`src/rtl/truth_table_sweeper.sv`:
```
// Sweeps all 8 input vectors of a 3-input logic stage, holds each SETTLE+1 cycles, and captures its truth table.
// The port named `table` in the interface is called `tbl` because `table` is a reserved word. Macro TRUTH_TABLE_SWEEPER_GRAY_ORDER_EN selects Gray-code sweep order.
module truth_table_sweeper #(
  parameter int SETTLE = 4
) (
  input  logic       clk,
  input  logic       reset,
  input  logic       start,
  input  logic [7:0] expected,
  input  logic       dut_out,
  output logic       in1,
  output logic       in2,
  output logic       in3,
  output logic       busy,
  output logic       done,
  output logic [7:0] tbl,
  output logic       match
);

  typedef enum logic [1:0] {IDLE, APPLY, SAMPLE, DONE} state_t;

  localparam logic [7:0] SETTLE_M1 = 8'(SETTLE - 1);

  state_t     state;
  logic [7:0] cnt;
  logic [2:0] idx;
  logic [2:0] cur_vec;
  logic [2:0] next_vec;
  logic [7:0] tbl_next;

  function automatic logic [2:0] vec_of(input logic [2:0] n);
`ifdef TRUTH_TABLE_SWEEPER_GRAY_ORDER_EN
    return n ^ (n >> 1);
`else
    return n;
`endif
  endfunction

  always_comb begin
    cur_vec           = vec_of(idx);
    next_vec          = vec_of(idx + 3'd1);
    tbl_next          = tbl;
    tbl_next[cur_vec] = dut_out;
  end

  // Outputs are registered on entry to each state, so match is computed against
  // the table including the final sample and is already valid while done is high.
  always_ff @(posedge clk) begin
    if (reset) begin
      state <= IDLE;
      in1   <= 1'b0;
      in2   <= 1'b0;
      in3   <= 1'b0;
      busy  <= 1'b0;
      done  <= 1'b0;
      tbl   <= 8'h00;
      match <= 1'b0;
      cnt   <= 8'd0;
      idx   <= 3'd0;
    end else begin
      done <= 1'b0;
      case (state)
        IDLE: begin
          if (start) begin
            state           <= APPLY;
            idx             <= 3'd0;
            cnt             <= 8'd0;
            tbl             <= 8'h00;
            match           <= 1'b0;
            busy            <= 1'b1;
            {in1, in2, in3} <= vec_of(3'd0);
          end
        end
        APPLY: begin
          cnt <= cnt + 8'd1;
          if (cnt == SETTLE_M1) state <= SAMPLE;
        end
        SAMPLE: begin
          tbl <= tbl_next;
          if (idx == 3'd7) begin
            state <= DONE;
            busy  <= 1'b0;
            done  <= 1'b1;
            match <= (tbl_next == expected);
          end else begin
            state           <= APPLY;
            idx             <= idx + 3'd1;
            cnt             <= 8'd0;
            {in1, in2, in3} <= next_vec;
          end
        end
        DONE:    state <= IDLE;
        default: state <= IDLE;
      endcase
    end
  end

endmodule

```
`config.mk`:
```
export PLATFORM = sky130hd
export DESIGN_NAME = truth_table_sweeper
export DESIGN_NICKNAME = d
export VERILOG_FILES = /design/src/rtl/truth_table_sweeper.sv
export SDC_FILE = /design/constraint.sdc
export NUM_CORES = 1
export LEC_CHECK = 0
export ABC_CLOCK_PERIOD_IN_PS = 2900
export CORE_MARGIN = 5
export CORE_UTILIZATION = 50
export DETAILED_ROUTE_END_ITERATION = 6
export GPL_TIMING_DRIVEN = 0
export PLACE_DENSITY_LB_ADDON = 0.15
export SLEW_MARGIN = 20
export SYNTH_ARGS = -nofsm -noshare
export SYNTH_HDL_FRONTEND = slang
export SYNTH_SLANG_ARGS = --single-unit
```
`constraint.sdc`:
```
create_clock -name clk -period 2.9 [get_ports clk]
set_input_delay 0.29 -clock clk [delete_from_list [all_inputs] [get_ports clk]]
set_output_delay 0.29 -clock clk [all_outputs]
set_load 0.03 [all_outputs]
```
After elaboration in Yosys (flattened, before gate mapping)
Index checks and enable logic that the tools add are counted.
Widths: inputs -> output; s select.
Word-level totals
  output and inout port bits: 14
  bits in registers: 27
  logic and storage cells: 62
Cells by class
  muxes and demuxes: 27
  bitwise logic cells: 1
  $lt $le $gt $ge: 2
  add/subtract/negate cells: 2
  eq/ne operators: 10
  reduce and logical (&&, ||, !) cells: 10
Operators with widths (number)
  $pmux 8 s3: 1
  $mux 8: 2
  $pmux 8 s2: 1
  $pmux 1 s2: 5
  $mux 1: 9
  $reduce_and 3->1: 3
  $add 8x1->8 const B: 1
  $bwmux 8: 1
  $eq 8x2->1 const B: 1
  $eq 8x8->1: 1
  $ne 2x2->1 const B: 4
  $pmux 2 s4: 1
  $mux 2: 3
  $mux 3: 2
  $pmux 3 s2: 1
  $eq 2x2->1 const B: 2
  $lt 3x4->1 const B: 1
  $reduce_and 2->1: 2
  $add 3x1->3 const B: 1
  $demux 1 s3: 1
  $eq 3x3->1 const B: 1
  $ge 3x1->1 const B: 1
  $reduce_bool 3->1: 1
  $eq 2x1->1 const B: 1
  other kinds (5): 5

Logic depth before layout (Yosys ltp)
Gate-level depths: netlist (run 1).
  depth after elaboration: 8
  gate-level depth with buffers: 7

Worst setup path before layout (run 1)
No wires, ideal clock.
  path type: register to register
  from: register, netlist name in3
  to: register match
  arrival: 1.737 ns
  data required time: 2.816 ns
  library setup time: 0.084 ns
  clock period less this slack: 1.821 ns
  cell stages (with the launch flop): 7
  path slack: 1.079 ns
  path through: dfxtp_1 ha_1 ha_1 clkbuf_1 nor3b_1 o2111ai_1 o31ai_2
RTL lines
  to (signal assigned): line 84  | match <= (tbl_next == expected);
  to (decl): line 17  | output logic match

==> results of run 1 <==
-- placed cells by master, fill, tap and decap left out, types with 2 or more instances in the layout --
cell type,netlist,routed
dfxtp_1,24,24
xor2_1,8,8
nor2_1,34,34
nor3b_1,2,2
a21oi_1,6,6
nand4_1,5,5
and3_1,4,4
nor3b_2,3,3
nand3_1,2,2
a211oi_1,4,4
ha_1,3,3
buf_6,2,2
clkdlybuf4s50_1,0,24
o21ai_0,10,10
a22oi_1,10,10
nor2b_1,2,2
clkbuf_4,1,4
clkbuf_1,4,4
xnor2_1,4,4
nand2_1,8,8
inv_1,4,4
nand2b_1,7,7
a21o_1,2,2
nor3_1,2,2
mux2i_1,7,7
-- area by class of cell --
type | instances | area [µm²] | share of cell area, %
Timing Repair Buffer | 24 | 240 | 13.3
Clock inverter | 1 | 30.0 | 1.67
Clock buffer | 3 | 22.5 | 1.25
Multi-Input combinational cell | 140 | 917 | 50.9
Buffer | 9 | 57.6 | 3.19
Sequential cell | 24 | 480 | 26.7
Tap cell | 31 | 38.8 | 2.15
Inverter | 4 | 15.0 | 0.833
-- path summary, 6_finish.rpt --
check | start | endpoint | slack (ps) | depth (start not counted)
worst max-delay path | in3 | match | 970 | 6
worst min-delay path | reset | tbl[7] | 330 | 2
worst max register to register | in3 | match | 970 | 6
worst min register to register | busy | busy | 540 | 2
-- sequential cells by signal (all words and copies together) (netlist names) --
| register | flops |
|---|---|
| cnt | 8 |
| tbl | 8 |
| cur_vec | 2 |
| state | 2 |
| busy | 1 |
| done | 1 |
| in3 | 1 |
| match | 1 |
-- metrics by stage --
stage	utilization (%)	area [µm²]	power, mW	hold WS (ps)
after floorplan	-	1470	0.434	480
after global placement	62.9	1750	0.473	495
after detailed placement	62.9	1750	0.477	513
after CTS	64.8	1800	0.718	314
after global routing	64.8	1800	0.753	344
final	64.8	1800	0.715	327
-- power groups by stage --
stage | combinational, mW | sequential (mW) | clock, mW
6_report | 0.123 | 0.348 | 0.244
5_1_grt | 0.137 | 0.350 | 0.267
4_1_cts | 0.123 | 0.348 | 0.247
3_5_place_dp | 0.122 | 0.355 | 0
3_3_place_gp | 0.119 | 0.355 | 0
2_1_floorplan | 0.0752 | 0.359 | 0
-- logic make-up (layout without fill, tap and decap cells) --
kind of cell,after synthesis,after routing
compound gates,42,42
xor+xnor,12,12
fa+ha+maj,3,3
buf+inv,13,41
flops,24,24
mux,7,7
simple gates,76,76
-- critical path, cell delays in order (launching register included) --
cell and delay [ps]:
dfxtp_1 540, ha_1 210, ha_1 130, clkbuf_1 300, nor3b_1 330, o2111ai_1 170
o31ai_2 180
-- per-layer routing --
layer	up-vias	routed length (µm)	track usage (%)
li1	688	-	-
met1	652	1570	22.4
met2	26	1820	32.3
met3	2	170	4.73
met4	0	20	3.05
met5	-	0	0
==> impl_metrics.tcl, run 1 <==
set metrics [dict create \
    status "completed" \
    cp.required_ps 3150 \
    antenna_left 0 \
    hold_viol_final 0 \
    synth-adder-area-share_pct 2.55 \
    fmax_ghz 0.517 \
    synthCells 177 \
    muxShareOfSynthArea_pct 4.77 \
    dpl.cell_count 232 \
    num_rows 19 \
    yosys_warnings 0 \
    grt-ovfl-total 0 \
    antenna_found_initial 0 \
    stdcell_count 236 \
    rsz0062_at_grt "no" \
    clk_path_buf_depth 2 \
    grt_pass1_vias 1356 \
    gp_congestion 0.843 \
    slew_violations 0 \
    setup.worst_path.class "register to register" \
    synth_xor_area_share_pct 7.15 \
    die_h_um 64.2 \
    p_seq_share_pct 48.6 \
    areaGrowthSynthToFinish_pct 22.6 \
    netlist_area_um2 1470 \
    p_sw_share_pct 25.9 \
    dieArea_um2 4120 \
    syn_nets 192 \
    grt_pass1_wl_mm 6.26 \
    pwr-share-clk_pct 34.1 \
    fin_crit_sh_pct 66.7 \
    synth.top_cell.area_share_pct 32.7 \
    floorplan.die.width_um 64.2 \
    end_kind "register" \
    hold_path_class "input port to register" \
    finalCriticalPeriod_ps 1930 \
    yosysUniqueCellTypes 43 \
    cts_made_buffers 3 \
    firstDrtPassIters 4 \
    cp.arrival_ps 2180 \
    synth.most_common_cell "nor2_1" \
    startpoint_type "register" \
    routed_wl_mm 3.58 \
    hpwl_mm 2.68 \
    drt_iter0_markers 80 \
    drive_gt1_share_pct 9.76 \
    clk_latency_ps 320 \
    worst_slack_ps 966 \
    cts_hold_buf 0 \
    p_leak_nw 0.669 \
    coreArea_um2 2780 \
    cts_sinks 24 \
    finClkSkew_ps 2.31 \
    p_int_uw 530 \
    wl_per_cell_um 15.2 \
    ys.flop_type "dfxtp_1" \
    postCtsSetupBuffers 0 \
    finalSetupTns_ps 0 \
    synth-simple-area-share_pct 27.3 \
    dp_worst_setup_slack_ps 931 \
    ir_drop_uv 392 \
    ioPinCount 26 \
    nFillCells 249 \
    post_cts_resized 0 \
    combPwrFrac_pct 17.2 \
    cts_root_buf "clkbuf_4" \
    power.switching_uw 185 \
    num-nets-final 221 \
    synth-async-reset-ratio_pct 0 \
    p_per_area_nw_per_um2 397 \
    synth_area_leaders "dfxtp_1 33%, nor2_1 8.7%, a22oi_1 5.1%" \
    viasPerCell 5.80 \
    setup_viol 0 \
    path_clk_slew_ps 140 \
    synth-compound-area-share_pct 20.6 \
    htreeDepth 1 \
    cp_max_fo 9 \
    grt_max_degree 15 \
    yosysTopAreaCell "dfxtp_1" \
    drc_errors 0 \
    grtUsageTotal_pct 18.2 \
    synth_enable_flop_cells 0 \
    insertedDiodeCount 0 \
    synth-seq-area-share_pct 32.7 \
    maxSlewHeadroom_pct 57.8 \
    tightest_slew_ps 631 \
    synth_top_family_by_area "simple AND/OR/NAND/NOR gates" \
    port_buffers 24 \
    cts_tree "done" \
    yosys-top-cells-count "34 x nor2_1, 24 x dfxtp_1, 10 x a22oi_1, 10 x o21ai_0" \
    ys_ff_latch 24 \
    vias 1368 \
    drv_cap 0 \
    syn_area_per_cell_um2 8.31 \
    start_util_pct 52.9 \
]
Power figures use the tool's default switching activity.
==> run 2: changes to the inputs <==
--- a/config.mk
+++ b/config.mk
@@ -5,9 +5,9 @@
 export SDC_FILE = /design/constraint.sdc
 export NUM_CORES = 1
 export LEC_CHECK = 0
-export ABC_CLOCK_PERIOD_IN_PS = 2900
+export ABC_CLOCK_PERIOD_IN_PS = 1600
 export CORE_MARGIN = 5
-export CORE_UTILIZATION = 50
+export CORE_UTILIZATION = 47
 export DETAILED_ROUTE_END_ITERATION = 6
 export GPL_TIMING_DRIVEN = 0
 export PLACE_DENSITY_LB_ADDON = 0.15
==> constraint.sdc (replaced) <==
create_clock -name clk -period 1.6 [get_ports clk]
set_input_delay 0.16 -clock clk [delete_from_list [all_inputs] [get_ports clk]]
set_output_delay 0.16 -clock clk [all_outputs]
set_load 0.03 [all_outputs]
==> run 2 against run 1 <==
  * Combinational power rose by 110%
  * Wire length increased by 4.0%
  * Via count grew 3.3%
  * Fmax up 23%
  * Sequential share of layout area down 1.3 points
  * Register-to-register slack worse by 930 ps
  * Highest routed layer unchanged
  * Critical path type unchanged
  * First-iteration DRC count shrank 8.8%
==> impl_metrics.tcl, run 2 (synthesis gave the netlist of run 1 again) <==
set metrics [dict create \
    status "completed" \
    ir_drop_uv 335 \
    firstDrtPassIters 5 \
    final_design_area_no_fill_um2 1940 \
    holdPathStages 2 \
    path_clk_slew_ps 140 \
    critical-path-top-delay-family "flip-flops" \
    combPwrFrac_pct 22.3 \
    tightest_slew_ps 505 \
    coreArea_um2 3030 \
    top_regs "cnt: 8 flops, tbl: 8 flops" \
    areaGrowthSynthToFinish_pct 31.7 \
    layout_common_cells "32 x nor2_1, 21 x dfxtp_1, 12 x clkdlybuf4s50_1" \
    dpl.cell_count 245 \
    hold_path_class "input port to register" \
    insertedDiodeCount 0 \
    startpoint_type "register" \
    cts_hold_buf 0 \
    cts_made_buffers 3 \
    hold_slack_ps 190 \
    antenna_left 0 \
    cp.required_ps 1810 \
    maxSlewHeadroom_pct 66.3 \
    clk_path_buf_depth 2 \
    wl_per_cell_um 14.7 \
    dieArea_um2 4350 \
    vias 1413 \
    finalCriticalPeriod_ps 1570 \
    finClkSkew_ps 16.9 \
    reg2reg_setup_slack_ps 30 \
    cp_num_cells 6 \
    finalSetupTns_ps 0 \
    slew_violations 0 \
    stdcell_count 254 \
    dp_worst_setup_slack_ps -227 \
    grt-ovfl-total 0 \
    critPathBufInv 0 \
    worst_slack_ps 32.0 \
    end_kind "register" \
    p_per_area_nw_per_um2 599 \
    p_int_uw 814 \
    routed_wl_mm 3.73 \
    max_stage_delay_ps 400 \
    hold_viol_final 0 \
    pwr-share-clk_pct 23.7 \
    cts_root_buf "clkbuf_4" \
    cp_slowest_cell "dfxtp_4" \
    floorplan.die.width_um 65.9 \
    reg2regPathDepth 6 \
    htreeDepth 1 \
    grt_pass1_wl_mm 6.39 \
    port_buffers 24 \
    drive_gt1_share_pct 18.1 \
    p_seq_share_pct 54.1 \
    clk_latency_ps 320 \
    num_rows 20 \
    p_sw_share_pct 29.7 \
    cp.arrival_ps 1780 \
    ioPinCount 26 \
    die_h_um 65.9 \
    placed_area_um2 1780 \
    drc_errors 0 \
    gp_congestion 0.874 \
    rsz0062_at_grt "yes" \
    fin_crit_sh_pct 98.0 \
    drv_cap 0 \
    viasPerCell 5.56 \
    setup_viol 0 \
    cts_sinks 24 \
    start_util_pct 48.6 \
    cp_max_fo 8 \
    power.switching_uw 345 \
    drt_iter0_markers 73 \
    fmax_ghz 0.638 \
    p_leak_nw 0.850 \
    grt_pass1_vias 1423 \
    hpwl_mm 2.72 \
    grt_max_degree 13 \
    antenna_found_initial 0 \
    worstPathCellList "ha_2, ha_4, o22ai_4, nand4_1, xor2_1, nor2_1" \
    mostFrequentLayoutCell "nor2_1" \
    num-nets-final 227 \
    cts_tree "done" \
    grtUsageTotal_pct 18.6 \
    setup.worst_path.class "register to register" \
]
## run 2: worst register-to-register path, cell delays in order (launching register included)
cell     delay, ps
dfxtp_4        400
ha_2           190
ha_4           190
o22ai_4        290
nand4_1        150
xor2_1         190
nor2_1          50
## run 2: final timing paths
kind / start / end
max: in3 / cnt[6]
min: reset / tbl[0]
max reg2reg: in3 / cnt[6]
min reg2reg: busy / busy
## run 2: stage by stage
stage / power [mW] / util [%]
finish: 1.16 / 63.9
global route: 1.23 / 63.9
CTS: 1.14 / 59.8
detailed placement: 0.870 / 58.7
global placement: 0.864 / 58.7
floorplan: 0.791 / -
## run 2: layout make-up
| cell class | count | area [µm²] |
|---|---|---|
| timing repair buffer | 31 | 315 |
| multi-input combinational | 140 | 973 |
| buffer | 8 | 62.6 |
| inverter | 4 | 15.0 |
| tap | 44 | 55.1 |
| fill | 284 | 1090 |
| sequential | 24 | 492 |
| clock buffer | 3 | 22.5 |
## run 2: metal layers
layer,global-route usage [%],wire length [µm],vias to the layer above
li1,-,-,702
met3,3.57,144,6
met2,30.8,1740,31
met4,5.33,46,0
met5,0,0,-
met1,24.6,1790,674
## run 2: timing repair
action	CTS	global route
setup endpoints to repair	23	22
gates resized for setup	11	21
buffers inserted	0	7
pin swaps	0	9
hold endpoints to repair	0	0
## run 2: power groups by stage
stage	logic, mW	registers (mW)	clock network (mW)
2_1_floorplan	0.141	0.650	0
3_3_place_gp	0.221	0.643	0
3_5_place_dp	0.226	0.644	0
4_1_cts	0.230	0.631	0.281
5_1_grt	0.285	0.631	0.315
6_report	0.258	0.627	0.274
